<file path="src/rtl/tt_scan_pkg.sv">
// Shared types and sizes for the truth-table scan engine.
//   scan_state_t : controller states
//   NUM_VEC      : number of input vectors walked (2^VEC_W)
//   VEC_W        : width of the {A,B,C} vector / index
//   CNT_W        : width of the settle counter (SETTLE up to 15)
package tt_scan_pkg;
  typedef enum logic [1:0] {IDLE, DRIVE, DONE} scan_state_t;

  localparam int NUM_VEC = 8;
  localparam int VEC_W   = 3;
  localparam int CNT_W   = 4;
endpackage

</file>
<file path="src/rtl/tt_scan_capture_settle_timer.sv">
// Settle timer: counts cycles the current vector has been held.
//   clk, rst_n : clock, async active-low reset
//   clr        : force count back to 0 (new scan accepted)
//   en         : count while the scan is driving vectors
//   expire     : high in the cycle where cnt == SETTLE (sample F now)
// The count wraps to 0 on the expire cycle, so each vector lasts SETTLE+1 cycles.
module settle_timer
  import tt_scan_pkg::*;
#(
  parameter int SETTLE = 1
) (
  input  logic clk,
  input  logic rst_n,
  input  logic clr,
  input  logic en,
  output logic expire
);
  logic [CNT_W-1:0] cnt;

  assign expire = (cnt == CNT_W'(SETTLE));

  always_ff @(posedge clk or negedge rst_n) begin
    if (!rst_n)                  cnt <= '0;
    else if (clr || (en && expire)) cnt <= '0;
    else if (en)                 cnt <= cnt + CNT_W'(1);
  end
endmodule

</file>
<file path="src/rtl/tt_scan_capture.sv">
// Truth-table scan / BIST engine for a 3-input combinational function.
// On start it walks {A,B,C} 0..7, holds each vector SETTLE+1 cycles,
// samples F into tt[idx] and counts bits differing from the latched
// expected table.
//   clk, rst_n   : clock, async active-low reset
//   start        : begin a scan (accepted only in IDLE)
//   exp_tt       : expected table, latched on accepted start
//   A, B, C      : registered function inputs (A = MSB)
//   F            : function output, combinational from A/B/C
//   busy         : scan in progress (DRIVE and DONE states)
//   done         : one-cycle completion pulse
//   tt           : captured table, bit i = F at vector i
//   mismatch_cnt : number of differing bits (0..8)
//   pass         : mismatch_cnt == 0 for the last completed scan
module tt_scan_capture
  import tt_scan_pkg::*;
#(
  parameter int SETTLE = 1
) (
  input  logic       clk,
  input  logic       rst_n,
  input  logic       start,
  input  logic [7:0] exp_tt,
  output logic       A,
  output logic       B,
  output logic       C,
  input  logic       F,
  output logic       busy,
  output logic       done,
  output logic [7:0] tt,
  output logic [3:0] mismatch_cnt,
  output logic       pass
);
  scan_state_t      state;
  logic [VEC_W-1:0] idx;
  logic [7:0]       exp_q;
  logic             expire;
  logic             accept;

  assign accept = (state == IDLE) && start;

  settle_timer #(.SETTLE(SETTLE)) u_timer (
    .clk    (clk),
    .rst_n  (rst_n),
    .clr    (accept),
    .en     (state == DRIVE),
    .expire (expire)
  );

  always_ff @(posedge clk or negedge rst_n) begin
    if (!rst_n) begin
      state        <= IDLE;
      idx          <= '0;
      {A, B, C}    <= '0;
      busy         <= 1'b0;
      done         <= 1'b0;
      pass         <= 1'b0;
      tt           <= 8'h00;
      mismatch_cnt <= 4'd0;
      exp_q        <= 8'h00;
    end else begin
      done <= 1'b0;
      case (state)
        IDLE: if (start) begin
          exp_q        <= exp_tt;
          tt           <= 8'h00;
          mismatch_cnt <= 4'd0;
          pass         <= 1'b0;
          idx          <= '0;
          {A, B, C}    <= '0;
          busy         <= 1'b1;
          state        <= DRIVE;
        end
        DRIVE: if (expire) begin
          tt[idx] <= F;
          if (F != exp_q[idx]) mismatch_cnt <= mismatch_cnt + 4'd1;
          if (idx == VEC_W'(NUM_VEC - 1)) begin
            // vector stays at 7 after the scan
            state <= DONE;
          end else begin
            idx       <= idx + VEC_W'(1);
            {A, B, C} <= idx + VEC_W'(1);
          end
        end
        DONE: begin
          // count is final here, including the vector-7 update
          done  <= 1'b1;
          pass  <= (mismatch_cnt == 4'd0);
          busy  <= 1'b0;
          state <= IDLE;
        end
        default: state <= IDLE;
      endcase
    end
  end
endmodule

</file>
<file path="config.mk">
export PLATFORM = sky130hd
export DESIGN_NAME = tt_scan_capture
export DESIGN_NICKNAME = d
export VERILOG_FILES = /design/src/rtl/tt_scan_pkg.sv /design/src/rtl/tt_scan_capture_settle_timer.sv /design/src/rtl/tt_scan_capture.sv
export SDC_FILE = /design/constraint.sdc
export NUM_CORES = 1
export LEC_CHECK = 0
export BUFFER_PORTS_ARGS = -buffer_cell sky130_fd_sc_hd__buf_2
export CAP_MARGIN = 5
export CORE_ASPECT_RATIO = 0.75
export CORE_MARGIN = 2
export CORE_UTILIZATION = 59
export DETAILED_ROUTE_END_ITERATION = 8
export PLACE_DENSITY = 0.84
export SYNTH_ARGS = -nofsm -noshare
export SYNTH_HDL_FRONTEND = slang
export SYNTH_SLANG_ARGS = --single-unit
</file>
<file path="constraint.sdc">
create_clock -name clk -period 7 [get_ports clk]
set_clock_uncertainty 0.15 [all_clocks]
set_input_delay 1.05 -clock clk [delete_from_list [all_inputs] [get_ports clk]]
set_output_delay 1.05 -clock clk [all_outputs]
set_load 0.05 [all_outputs]
</file>
### Word-level counts from Yosys, hierarchy flattened

Index checks and enable logic that the tools add are counted.

* input port bits: 12
* logic and storage cells: 78
* RAM bits: 0
* output and inout bits: 18
* bits in registers: 35
* bits in latches: 0
* bits in read-only memories: 0
* memories: 0

* muxes and demuxes: 36
* $add $sub $neg: 3
* div/mod/pow operators: 0
* $lt $le $gt $ge: 2
* bitwise operators: 0
* shift-type cells: 0
* equal/unequal tests: 10
* reduce and logical (&&, ||, !) cells: 15
* multiply operators: 0

Operator list (count)
* 2-to-1 mux 4 bit: 5
* 2-to-1 mux 8 bit: 2
* one-hot mux 8 bit (2 select lines): 1
* 2-to-1 mux 1 bit: 11
* != test 2 bit (second input constant): 5
* one-hot mux 1 bit (2 select lines): 5
* 2-to-1 mux 3 bit: 3
* adder 4 x 1 -> 4 bit (second input constant): 2
* bitwise mux 8 bit: 1
* one-hot mux 4 bit (2 select lines): 1
* AND reduction 4 bit: 2
* 2-to-1 mux 2 bit: 3
* one-hot mux 3 bit (2 select lines): 1
* AND reduction 3 bit: 2
* nonzero test 2 bit: 3
* equality test 4 x 1 -> 1 bit (second input constant): 1
* logical NOT 4 bit: 1
* less-than comparator 3 x 4 -> 1 bit (second input constant): 1
* one-hot mux 2 bit (2 select lines): 1
* AND reduction 2 bit: 2
* adder 3 x 1 -> 3 bit (second input constant): 1
* binary-select mux 1 bit (select 3 bit): 1
* demux 1 bit (select 3 bit): 1
* equality test 3 bit (second input constant): 1
* 7 further kinds: 9

### Longest topological paths before layout

Gate-level depths: netlist of the first run.

* word-level depth: 7
* gate-level depth with buffers: 7

### Cells and area by module

A second synthesis of the first run with hierarchy kept.

* cell total of the unflattened synthesis: 159
* area total of the unflattened synthesis: 1665.3 sq um

Modules (own cells, without submodules)
* tt_scan_capture: cells each 138, times used 1, seq. area each 700.7 sq um, area each 1425.1 sq um
* settle_timer: cells each 21, times used 1, seq. area each 100.1 sq um, area each 240.2 sq um

### Least setup slack after synthesis of the first run

OpenSTA, ideal clock, no wires.

* path kind: register -> register
* from: register idx[1]
* to: register mismatch_cnt[0]
* buffers on the path: 2
* cell stages (with the launch flop): 6
* path slack: 4.443 ns
* setup time: 0.086 ns
* period minus slack after synthesis: 2.557 ns
* arrival: 2.321 ns
* cell sequence: dfrtp_1 > clkbuf_1 > mux4_2 > buf_6 > or4_1 > a32oi_1

* longest elaborated chain between the ends: 5

RTL lines
* from (decl): line tt_scan_capture.sv:35 `logic [VEC_W-1:0] idx;`
* from (signal assigned): line tt_scan_capture.sv:81 `idx <= idx + VEC_W'(1);`
* binary-select mux 1 bit (select 3 bit): line tt_scan_capture.sv:76 `if (F != exp_q[idx]) mismatch_cnt <= mismatch_cnt + 4'd1;`
* 2-to-1 mux 1 bit (not written as such): line tt_scan_capture.sv:76
* != test 1 bit: line tt_scan_capture.sv:76
* != test 2 bit (no source line)
* AND reduction 4 bit (no source line)
* to (signal assigned): line tt_scan_capture.sv:76
* to (decl): line tt_scan_capture.sv:31 `output logic [3:0] mismatch_cnt,`

No other way between the ends. The select of a mux whose other input is x is not followed.
A chain may end at the register's enable or synchronous reset.

==> results of run 1 <==
-- worst register-to-register path: stages (launching register included) --
cell and delay (ps):
dfrtp_1 740, mux2i_1 170, mux4_2 610, or4_1 540
a32oi_1 220
-- Yosys cell counts, types with 4 or more instances --
cell	n
clkbuf_1	8
a31oi_1	4
nand4b_1	4
nand3_1	5
o21a_1	4
ha_1	6
dfrtp_1	32
nand2b_1	5
nor2_1	5
o21ai_1	15
inv_1	8
mux2i_1	9
nand2_1	41
o31ai_1	5
-- worst min path at each step --
stage | start | to | slack (ps)
finish | exp_q[4] | exp_q[4] | 330
global route | exp_q[6] | exp_q[6] | 360
CTS | exp_q[1] | exp_q[1] | 330
detailed placement | exp_q[5] | exp_q[5] | 320
global placement | exp_q[1] | exp_q[1] | 310
floorplan | exp_q[0] | exp_q[0] | 290
-- power by group through the flow --
| stage | Sequential, uW | Clock [uW] | Combinational (uW) |
|---|---|---|---|
| floorplan | 430 | 0 | 308 |
| global placement | 341 | 0 | 467 |
| detailed placement | 345 | 0 | 485 |
| CTS | 342 | 154 | 489 |
| global route | 356 | 163 | 537 |
| finish | 345 | 150 | 488 |
-- area by class of cell --
type                            instances  area (um2)
Multi-Input combinational cell        131       819.5
Sequential cell                        32       800.8
Fill cell                             220       745.7
Timing Repair Buffer                   29       145.1
Clock buffer                            7       96.34
Tap cell                               36       45.04
Inverter                                8       30.03
-- routing by layer --
layer,share of wire [%],GRT usage [%],routed length [um]
met5,0,0,0
met4,1.7,9.524,63
met3,5.5,8.072,202
met2,47,40.67,1726
met1,46,31.77,1677
-- cells in the final DEF (no fill, tap or decap), types with 2 or more instances in the layout --
master    Yosys  final
nor3_1        3      3
clkbuf_8      0      7
inv_1         8      8
dfrtp_1      32     32
nand2b_1      5      5
a31oi_1       4      4
nor2b_1       2      2
mux2i_1       9      9
nand4_1       3      3
mux2_2        2      2
o21a_1        4      4
nand3_1       5      5
o31ai_1       5      5
buf_2         0     29
ha_1          6      6
xor2_1        2      2
nand2_1      41     41
nor2_1        5      5
o211ai_1      2      2
o21ai_1      15     15
nand4b_1      4      4
-- through the flow --
stage,cells,instance area (um2)
floorplan,182,1707
CTS,243,1937
detailed placement,236,1841
global placement,236,1841
global route,243,1937
finish,243,1937
-- state kept, by name (all words and copies together), names as in the netlist --
register,count
exp_q,8
tt,8
mismatch_cnt,4
u_timer.cnt,4
idx,3
state,2
busy,1
done,1
pass,1
-- cell families after synthesis --
group | Yosys count
and+or+nand+nor | 77
AOI/OAI and AO/OA | 34
xor gates and xnor gates | 2
buffers and inverters | 19
adders and majority gates | 6
DFF | 32
muxes | 12
==> results.py, run 1 <==
metrics = {
    "global_routing": {
        "gr-total-overflow": 0,
        "grt_pass1_wl_mm": 6.292,
        "initial_antenna_violation_count": 0,
        "grtUsageTotal_pct": 25.25,
        "grt_pass1_vias": 1424,
        "grt_start_max_net_pins": 33,
    },
    "yosys": {
        "synth_sequential_area_ratio_pct": 46.92,
        "synth_flop_cell": "dfrtp_1",
        "yosys-mux-area-fraction_pct": 7.918,
        "post-synth-top-area-cell": "dfrtp_1",
        "synth_simple_gate_area_share_pct": 22.07,
        "ys_top_cells_by_area": "dfrtp_1 47%, nand2_1 9.0%, mux2i_1 5.3%, ha_1 4.4%, o21ai_1 4.4%",
        "yosys_warnings": 0,
        "synth_compound_gate_area_share_pct": 12.61,
        "number_of_flops_mapped_to_enable_cells_by_yosys": 0,
        "mappedNetlistArea_um2": 1707,
        "synth-seq-cells": 32,
        "syn_nets": 200,
        "post_synth_num_cell_types": 36,
        "syn_inst": 182,
        "async_flop_share_pct": 100.0,
        "yosys.area_share.xor_xnor_pct": 1.026,
        "synth_top_area_share_pct": 46.92,
        "synth_top_family_by_area": "simple AND/OR/NAND/NOR gates",
        "post_synth_fa_ha_maj_area_fraction_pct": 4.399,
        "syn-mean-instance-area_um2": 9.377,
    },
    "die": {
        "core_area_um2": 2683,
        "die-width_um": 66.11,
        "fp.dieArea_um2": 3343,
        "top_ports": 30,
        "num_rows": 16,
        "die_h_um": 50.58,
        "start_util_pct": 63.62,
    },
    "clocking": {
        "postCtsSetupBuffers": 0,
        "worst_skew_pair.late_latency_ps": 280,
        "cts_tree": "built",
        "clock_tree.htree_level_count": 2,
        "cts-root-to-sink-buffers": 2,
        "clk_root_buffer_cell": "clkbuf_8",
        "cts.hold.buffers_added": 0,
        "cts_num_sinks": 32,
        "cts_buffers": 5,
        "clock_pin_slew_on_the_worst_setup_and_hold_paths_ps": 60,
        "cts_repair_resize_count": 0,
    },
    "power_and_ir_drop": {
        "power.share.combinational_pct": 49.7,
        "max-vdd-ir-drop_uv": 284.1,
        "cell_int_power_uw": 508.7,
        "power_leakage_uw": 0.0009427,
        "share_of_total_power_consumed_by_net_switching_pct": 48.21,
        "p_sw_uw": 473.6,
        "power.clock.fraction_pct": 15.2,
        "seq_power_share_pct": 35.1,
        "cell_area_power_density_nw_per_um2": 507.2,
        "finalPower_uw": 982.3,
    },
    "status": {
        "result_of_the_run": "completed",
    },
    "flow_run": {
        "cap_violations": 0,
    },
    "worst_setup_path": {
        "critical_path_peak_fanout": 18,
        "reg2reg_depth": 4,
        "cp_data_required_time_ps": 5800,
        "worst-path-stages": 1,
        "worst-setup-path-type": "register to primary output",
        "worstSetupEndpointType": "primary output",
        "cp_slowest_stage_delay_ps": 740,
        "setup.reg_to_reg.worst_slack_ps": 4480,
        "crit_path_start": "idx[0]",
        "critical_path.cell_chain": "buf_2",
        "path_delay_family": "flip-flops",
        "crit_path_start_kind": "register",
        "endpoint_of_the_lowest_slack_register_to_register_path": "mismatch_cnt[0]",
        "path_buf_inv": 1,
        "r2r-start": "idx[0]",
        "worst_path_max_delay_cell": "dfrtp_1",
        "critPathArrivalTime_ps": 1410,
        "crit_path_end": "C",
    },
    "detailed_routing": {
        "routed_via_count_divided_by_cell_count": 5.761,
        "dr.pass1.iters": 4,
        "drt-wirelength-per-cell_um": 15.11,
        "wirelength_mm": 3.671,
        "vias": 1400,
        "ant_nets": 0,
        "drc_violation_count_after_routing": 0,
        "initialDrtViolationCount": 58,
    },
    "sta": {
        "count_of_final_setup_violators": 0,
        "relSlewSlack_pct": 41.80,
        "final_critical_path_setup_slack_ps": 4393,
        "setup-tns-final_ps": 0,
        "timing.fmax_mhz": 383.6,
        "post-route-period-util_pct": 37.24,
        "worst_hold_margin_ps": 332.7,
        "period_needed_ps": 2607,
        "timing_hold_violations_final": 0,
        "rsz0062_at_grt": "false",
        "worst_slew_pin_slew_ps": 871.2,
        "final-max-slew-violation-count": 0,
    },
    "min_path": {
        "hold_path_depth": 2,
        "hp-class": "register to register",
    },
    "cells_and_area": {
        "antenna_cells_inserted": 0,
        "finalNetCount": 225,
        "core_utilization_of_the_finished_layout_pct": 72.20,
        "final_layout_size_suffix_gt1_share_pct": 18.84,
        "synthToLayoutAreaGrowth_pct": 13.49,
    },
    "placed_design": {
        "placement.io_buffers": 29,
        "detailedPlacementHpwl_mm": 2.569,
        "dp_slack_ps": 4526,
        "finalWeightedCongestion": 0.8155,
    },
}
Power figures use the tool's default switching activity.
==> run 2: changes to the inputs <==
--- a/config.mk
+++ b/config.mk
@@ -9,9 +9,9 @@
 export CAP_MARGIN = 5
 export CORE_ASPECT_RATIO = 0.75
 export CORE_MARGIN = 2
-export CORE_UTILIZATION = 59
+export CORE_UTILIZATION = 55
 export DETAILED_ROUTE_END_ITERATION = 8
-export PLACE_DENSITY = 0.84
+export PLACE_DENSITY = 0.79
 export SYNTH_ARGS = -nofsm -noshare
 export SYNTH_HDL_FRONTEND = slang
 export SYNTH_SLANG_ARGS = --single-unit
==> constraint.sdc (replaced) <==
create_clock -name clk -period 2.7 [get_ports clk]
set_clock_uncertainty 0.15 [all_clocks]
set_input_delay 0.405 -clock clk [delete_from_list [all_inputs] [get_ports clk]]
set_output_delay 0.405 -clock clk [all_outputs]
set_load 0.05 [all_outputs]
==> run 2 against run 1 <==
  * Non-clock buffer count up 2
  * Core utilization down 5.1 points
  * Critical path depth up 3
  * Die area up 6.8%
  * Flip-flop and latch count unchanged
  * Critical endpoint is now mismatch_cnt[0]
  * Largest power group unchanged
==> results.py, run 2 (synthesis gave the netlist of run 1 again) <==
metrics = {
    "cells_and_area": {
        "final_common_cell": "nand2_1",
        "synthToLayoutAreaGrowth_pct": 16.28,
        "finalNetCount": 227,
        "layout.cells.most_common_list": "41 x nand2_1, 32 x dfrtp_1, 29 x buf_2",
        "final_layout_size_suffix_gt1_share_pct": 20.00,
        "core_utilization_of_the_finished_layout_pct": 67.12,
        "antenna_cells_inserted": 0,
        "top_regs": "exp_q x8, tt x8",
    },
    "global_routing": {
        "grt_start_max_net_pins": 33,
        "gr-total-overflow": 0,
        "grt_util_met1_pct": 31.02,
        "grt_most_used_layer": "met2",
        "grt.met2_usage_pct": 41.10,
        "grt_pass1_wl_mm": 6.341,
        "gr_util_met3_pct": 8.172,
        "initial_antenna_violation_count": 0,
        "grtUsageTotal_pct": 25.22,
        "grt_pass1_vias": 1310,
    },
    "clocking": {
        "cts_buffers": 5,
        "cts_tree": "built",
        "cts_num_sinks": 32,
        "worst_skew_pair.late_latency_ps": 290,
        "cts_repair_resize_count": 0,
        "cts-root-to-sink-buffers": 2,
        "clk_root_buffer_cell": "clkbuf_8",
        "clock_tree.htree_level_count": 2,
        "clock_pin_slew_on_the_worst_setup_and_hold_paths_ps": 60,
        "postCtsSetupBuffers": 0,
        "cts.hold.buffers_added": 0,
    },
    "placed_design": {
        "dp_slack_ps": 252.4,
        "finalWeightedCongestion": 0.7668,
        "placement.io_buffers": 29,
        "detailedPlacementHpwl_mm": 2.781,
    },
    "sta": {
        "worst_hold_margin_ps": 11.67,
        "post-route-period-util_pct": 92.70,
        "count_of_final_setup_violators": 0,
        "final_critical_path_setup_slack_ps": 197.0,
        "rsz0062_at_grt": "false",
        "worst_slew_pin_slew_ps": 817.8,
        "timing_hold_violations_final": 0,
        "period_needed_ps": 2503,
        "timing.fmax_mhz": 399.5,
        "final-max-slew-violation-count": 0,
        "relSlewSlack_pct": 45.37,
        "setup-tns-final_ps": 0,
    },
    "die": {
        "die_h_um": 52.24,
        "die-width_um": 68.32,
        "start_util_pct": 57.72,
        "num_rows": 17,
        "top_ports": 30,
        "core_area_um2": 2957,
        "fp.dieArea_um2": 3569,
    },
    "power_and_ir_drop": {
        "power.share.combinational_pct": 48.4,
        "finalPower_uw": 2707,
        "cell_area_power_density_nw_per_um2": 1364,
        "cell_int_power_uw": 1439,
        "power.clock.fraction_pct": 18.4,
        "share_of_total_power_consumed_by_net_switching_pct": 46.85,
        "p_sw_uw": 1268,
        "seq_power_share_pct": 33.2,
        "power_leakage_uw": 0.0009664,
        "max-vdd-ir-drop_uv": 774.7,
    },
    "detailed_routing": {
        "wirelength_mm": 3.935,
        "ant_nets": 0,
        "drc_violation_count_after_routing": 0,
        "routed_via_count_divided_by_cell_count": 5.758,
        "initialDrtViolationCount": 69,
        "vias": 1428,
        "dr.pass1.iters": 4,
        "drt-wirelength-per-cell_um": 15.87,
    },
    "worst_setup_path": {
        "cp_data_required_time_ps": 2760,
        "crit_path_start_kind": "register",
        "worstSetupEndpointType": "register",
        "critPathArrivalTime_ps": 2560,
        "critical_path_peak_fanout": 18,
        "worst-setup-path-type": "register to register",
    },
    "status": {
        "result_of_the_run": "completed",
    },
    "min_path": {
        "hp-class": "primary input to async pin",
    },
    "flow_run": {
        "cap_violations": 0,
    },
}
run 2: changes by cell type in the layout (fill, tap and decap cells not counted):
cell,change
bufinv_16,+1
buf_4,+2
run 2: path summary, 6_finish.rpt:
kind / cells after the start / slack, ps / endpoint / startpoint
max: 4 / 200 / mismatch_cnt[0] / idx[0]
max reg2reg: 4 / 200 / mismatch_cnt[0] / idx[0]
min reg2reg: 2 / 340 / exp_q[3] / exp_q[3]
min: 1 / 10 / tt[6] / rst_n
min in group clk: 3 / 150 / exp_q[0] / exp_tt[0]
max in group asynchronous: 1 / 1940 / exp_q[0] / rst_n
run 2: cell type report:
class	instances	area, um2
clock buffers	7	96.34
clock inverters	1	30.03
fillers	243	972.2
inverters	8	30.03
multi-input cells	131	819.5
flip-flops and latches	32	800.8
well taps	38	47.55
repair buffers	31	160.2
run 2: critical path: stages, from the launching register on:
cell and delay, ps:
dfrtp_1 730, mux2i_1 180, mux4_2 610, or4_1 550, a32oi_1 200
run 2: stage by stage:
stage,cells,cell area (um2)
after floorplan,182,1707
after global placement,240,1858
after detailed placement,240,1858
after CTS,248,1984
after global routing,248,1984
final,248,1984
run 2: power groups by stage:
stage	clock network, uW	logic (uW)	registers, uW
final	498	1310	898
after global routing	530	1420	925
after CTS	507	1310	896
after detailed placement	0	1290	901
after global placement	0	1240	882
after floorplan	0	798	1110
run 2: per-layer routing:
metal / up-vias / wire length [um]
li1: 690 / -
met5: - / 0
met1: 665 / 1641
met2: 62 / 1891
met3: 11 / 327
met4: 0 / 74
==> run 3: changes to the inputs <==
--- a/config.mk
+++ b/config.mk
@@ -7,11 +7,13 @@
 export LEC_CHECK = 0
 export BUFFER_PORTS_ARGS = -buffer_cell sky130_fd_sc_hd__buf_2
 export CAP_MARGIN = 5
+export CELL_PAD_IN_SITES_DETAIL_PLACEMENT = 0
+export CELL_PAD_IN_SITES_GLOBAL_PLACEMENT = 1
 export CORE_ASPECT_RATIO = 0.75
 export CORE_MARGIN = 2
-export CORE_UTILIZATION = 55
+export CORE_UTILIZATION = 38
 export DETAILED_ROUTE_END_ITERATION = 8
-export PLACE_DENSITY = 0.79
+export PLACE_DENSITY_LB_ADDON = 0.1
 export SYNTH_ARGS = -nofsm -noshare
 export SYNTH_HDL_FRONTEND = slang
 export SYNTH_SLANG_ARGS = --single-unit
==> constraint.sdc (replaced) <==
create_clock -name clk -period 2.01 [get_ports clk]
set_clock_uncertainty 0.15 [all_clocks]
set_input_delay 0.3015 -clock clk [delete_from_list [all_inputs] [get_ports clk]]
set_output_delay 0.3015 -clock clk [all_outputs]
set_load 0.05 [all_outputs]
==> run 3 against run 2 <==
  * Fmax rose by 25%
  * Sequential share of layout area shrank 3.2 points
  * Register-to-register slack got worse by 180 ps
  * Wire length is 2.2% higher
  * Core utilization down 18 points
  * Power is 43% higher
  * Setup slack worse by 180 ps
  * Final area is 9.1% higher
  * Combinational power increased by 60%
  * Clock power is 36% higher
  * Sequential power rose by 24%
  * Critical endpoint unchanged
==> results.py, run 3 (synthesis gave the netlist of run 1 again) <==
metrics = {
    "global_routing": {
        "grt_pass1_vias": 1369,
        "gr-total-overflow": 0,
        "grt_pass1_wl_mm": 6.582,
        "grtUsageTotal_pct": 17.95,
        "initial_antenna_violation_count": 0,
        "grt_start_max_net_pins": 33,
    },
    "sta": {
        "timing.fmax_mhz": 501.3,
        "post-route-period-util_pct": 99.24,
        "setup-tns-final_ps": 0,
        "period_needed_ps": 1995,
        "worst_hold_margin_ps": 51.81,
        "count_of_final_setup_violators": 0,
        "relSlewSlack_pct": 52.28,
        "rsz0062_at_grt": "true",
        "final_critical_path_setup_slack_ps": 15.21,
        "worst_slew_pin_slew_ps": 715.8,
        "final-max-slew-violation-count": 0,
        "timing_hold_violations_final": 0,
    },
    "min_path": {
        "hp-class": "primary input to register",
    },
    "placed_design": {
        "dp_slack_ps": -11.57,
        "detailedPlacementHpwl_mm": 2.889,
        "place_inst": 271,
        "placement.io_buffers": 29,
        "finalWeightedCongestion": 0.8848,
    },
    "die": {
        "start_util_pct": 38.89,
        "top_ports": 30,
        "core_area_um2": 4388,
        "die_h_um": 62.04,
        "num_rows": 21,
        "die-width_um": 81.39,
        "fp.dieArea_um2": 5049,
    },
    "cells_and_area": {
        "antenna_cells_inserted": 0,
        "final_layout_size_suffix_gt1_share_pct": 29.65,
        "final_common_cell": "nand2_1",
        "sequential_cell_area_um2": 804.5,
        "top_regs": "exp_q x8, tt x8",
        "layout.cells.most_common_list": "41 x nand2_1, 29 x dfrtp_1, 29 x buf_2",
        "n_fill_cell": 417,
        "multi_input_comb_area_um2": 847.1,
        "synthToLayoutAreaGrowth_pct": 26.91,
        "final_cell_count_no_fill": 283,
        "finalNetCount": 243,
        "core_utilization_of_the_finished_layout_pct": 49.36,
    },
    "power_and_ir_drop": {
        "cell_area_power_density_nw_per_um2": 1791,
        "power_leakage_uw": 0.001042,
        "max-vdd-ir-drop_uv": 700.7,
    },
    "worst_setup_path": {
        "cp_data_required_time_ps": 2060,
        "critical_path_peak_fanout": 5,
        "critPathArrivalTime_ps": 2050,
        "worst-setup-path-type": "register to register",
        "crit_path_start_kind": "register",
        "worstSetupEndpointType": "register",
    },
    "status": {
        "result_of_the_run": "completed",
    },
    "detailed_routing": {
        "drt-wirelength-per-cell_um": 14.22,
        "initialDrtViolationCount": 108,
        "drc_violation_count_after_routing": 0,
        "wirelength_mm": 4.023,
        "routed_via_count_divided_by_cell_count": 5.286,
        "vias": 1496,
        "dr.pass1.iters": 4,
        "ant_nets": 0,
    },
    "clocking": {
        "cts_tree": "built",
        "clock_pin_slew_on_the_worst_setup_and_hold_paths_ps": 70,
        "clock_tree.htree_level_count": 2,
        "clk_root_buffer_cell": "clkbuf_8",
        "worst_skew_pair.late_latency_ps": 280,
        "cts_num_sinks": 32,
        "cts-root-to-sink-buffers": 2,
        "cts_buffers": 5,
    },
    "flow_run": {
        "cap_violations": 0,
    },
}
## run 3: changes by cell type in the layout (fill, tap and decap cells not counted), moves of 2 or more
cell     previous run  this run
buf_4               2        16
dfrtp_1            32        29
dfrtp_2             0         3
ha_1                6         4
ha_2                0         2
## run 3: worst paths after layout
kind                                         to  slack (ps)            from  cells past startpoint
worst min register to register             busy         320            busy                      2
worst min-delay path                   exp_q[2]          50       exp_tt[2]                      3
worst max-delay path            mismatch_cnt[0]          20  u_timer.cnt[1]                      5
min in group asynchronous                  pass         460           rst_n                      2
worst max register to register  mismatch_cnt[0]          20  u_timer.cnt[1]                      5
max in group asynchronous                idx[2]         750           rst_n                      2
## run 3: per-layer routing
layer | share of wire [%] | track usage, %
met1 | 49 | 24.45
met5 | 0 | 0
met3 | 5.1 | 4.913
met4 | 1.3 | 6.538
met2 | 45 | 27.75
## run 3: stage by stage
step	instance area [um2]	power, uW
floorplan	1720	2589
global placement	1976	3055
detailed placement	1976	3105
CTS	2122	3818
global route	2166	4185
finish	2166	3879
## run 3: layout make-up
class                   instances  area share, %
inverters                       8          1.386
well taps                      57          3.293
repair buffers                 47          13.23
multi-input cells             131          39.11
clock buffers                   7          4.448
clock inverters                 1          1.386
flip-flops and latches         32          37.15
## run 3: timing repair
item	CTS	global route
gates resized for setup	1	7
endpoints found under the hold margin	32	0
endpoints found under the setup margin	1	6
hold buffers	1	0
setup buffers	1	2
pin swaps	2	1
## run 3: report_power, final
part / leakage, uW / internal, uW / switching [uW]
clock network: 0.0000645 / 437 / 239
logic: 0.000583 / 815 / 1270
registers: 0.000395 / 900 / 214
total: 0.00104 / 2150 / 1730
## run 3: critical path, cell delays in order, from the launching register on
cell,delay [ps]
dfrtp_1,380
inv_1,60
ha_2,170
or3b_4,410
or4_4,530
a32oi_2,220
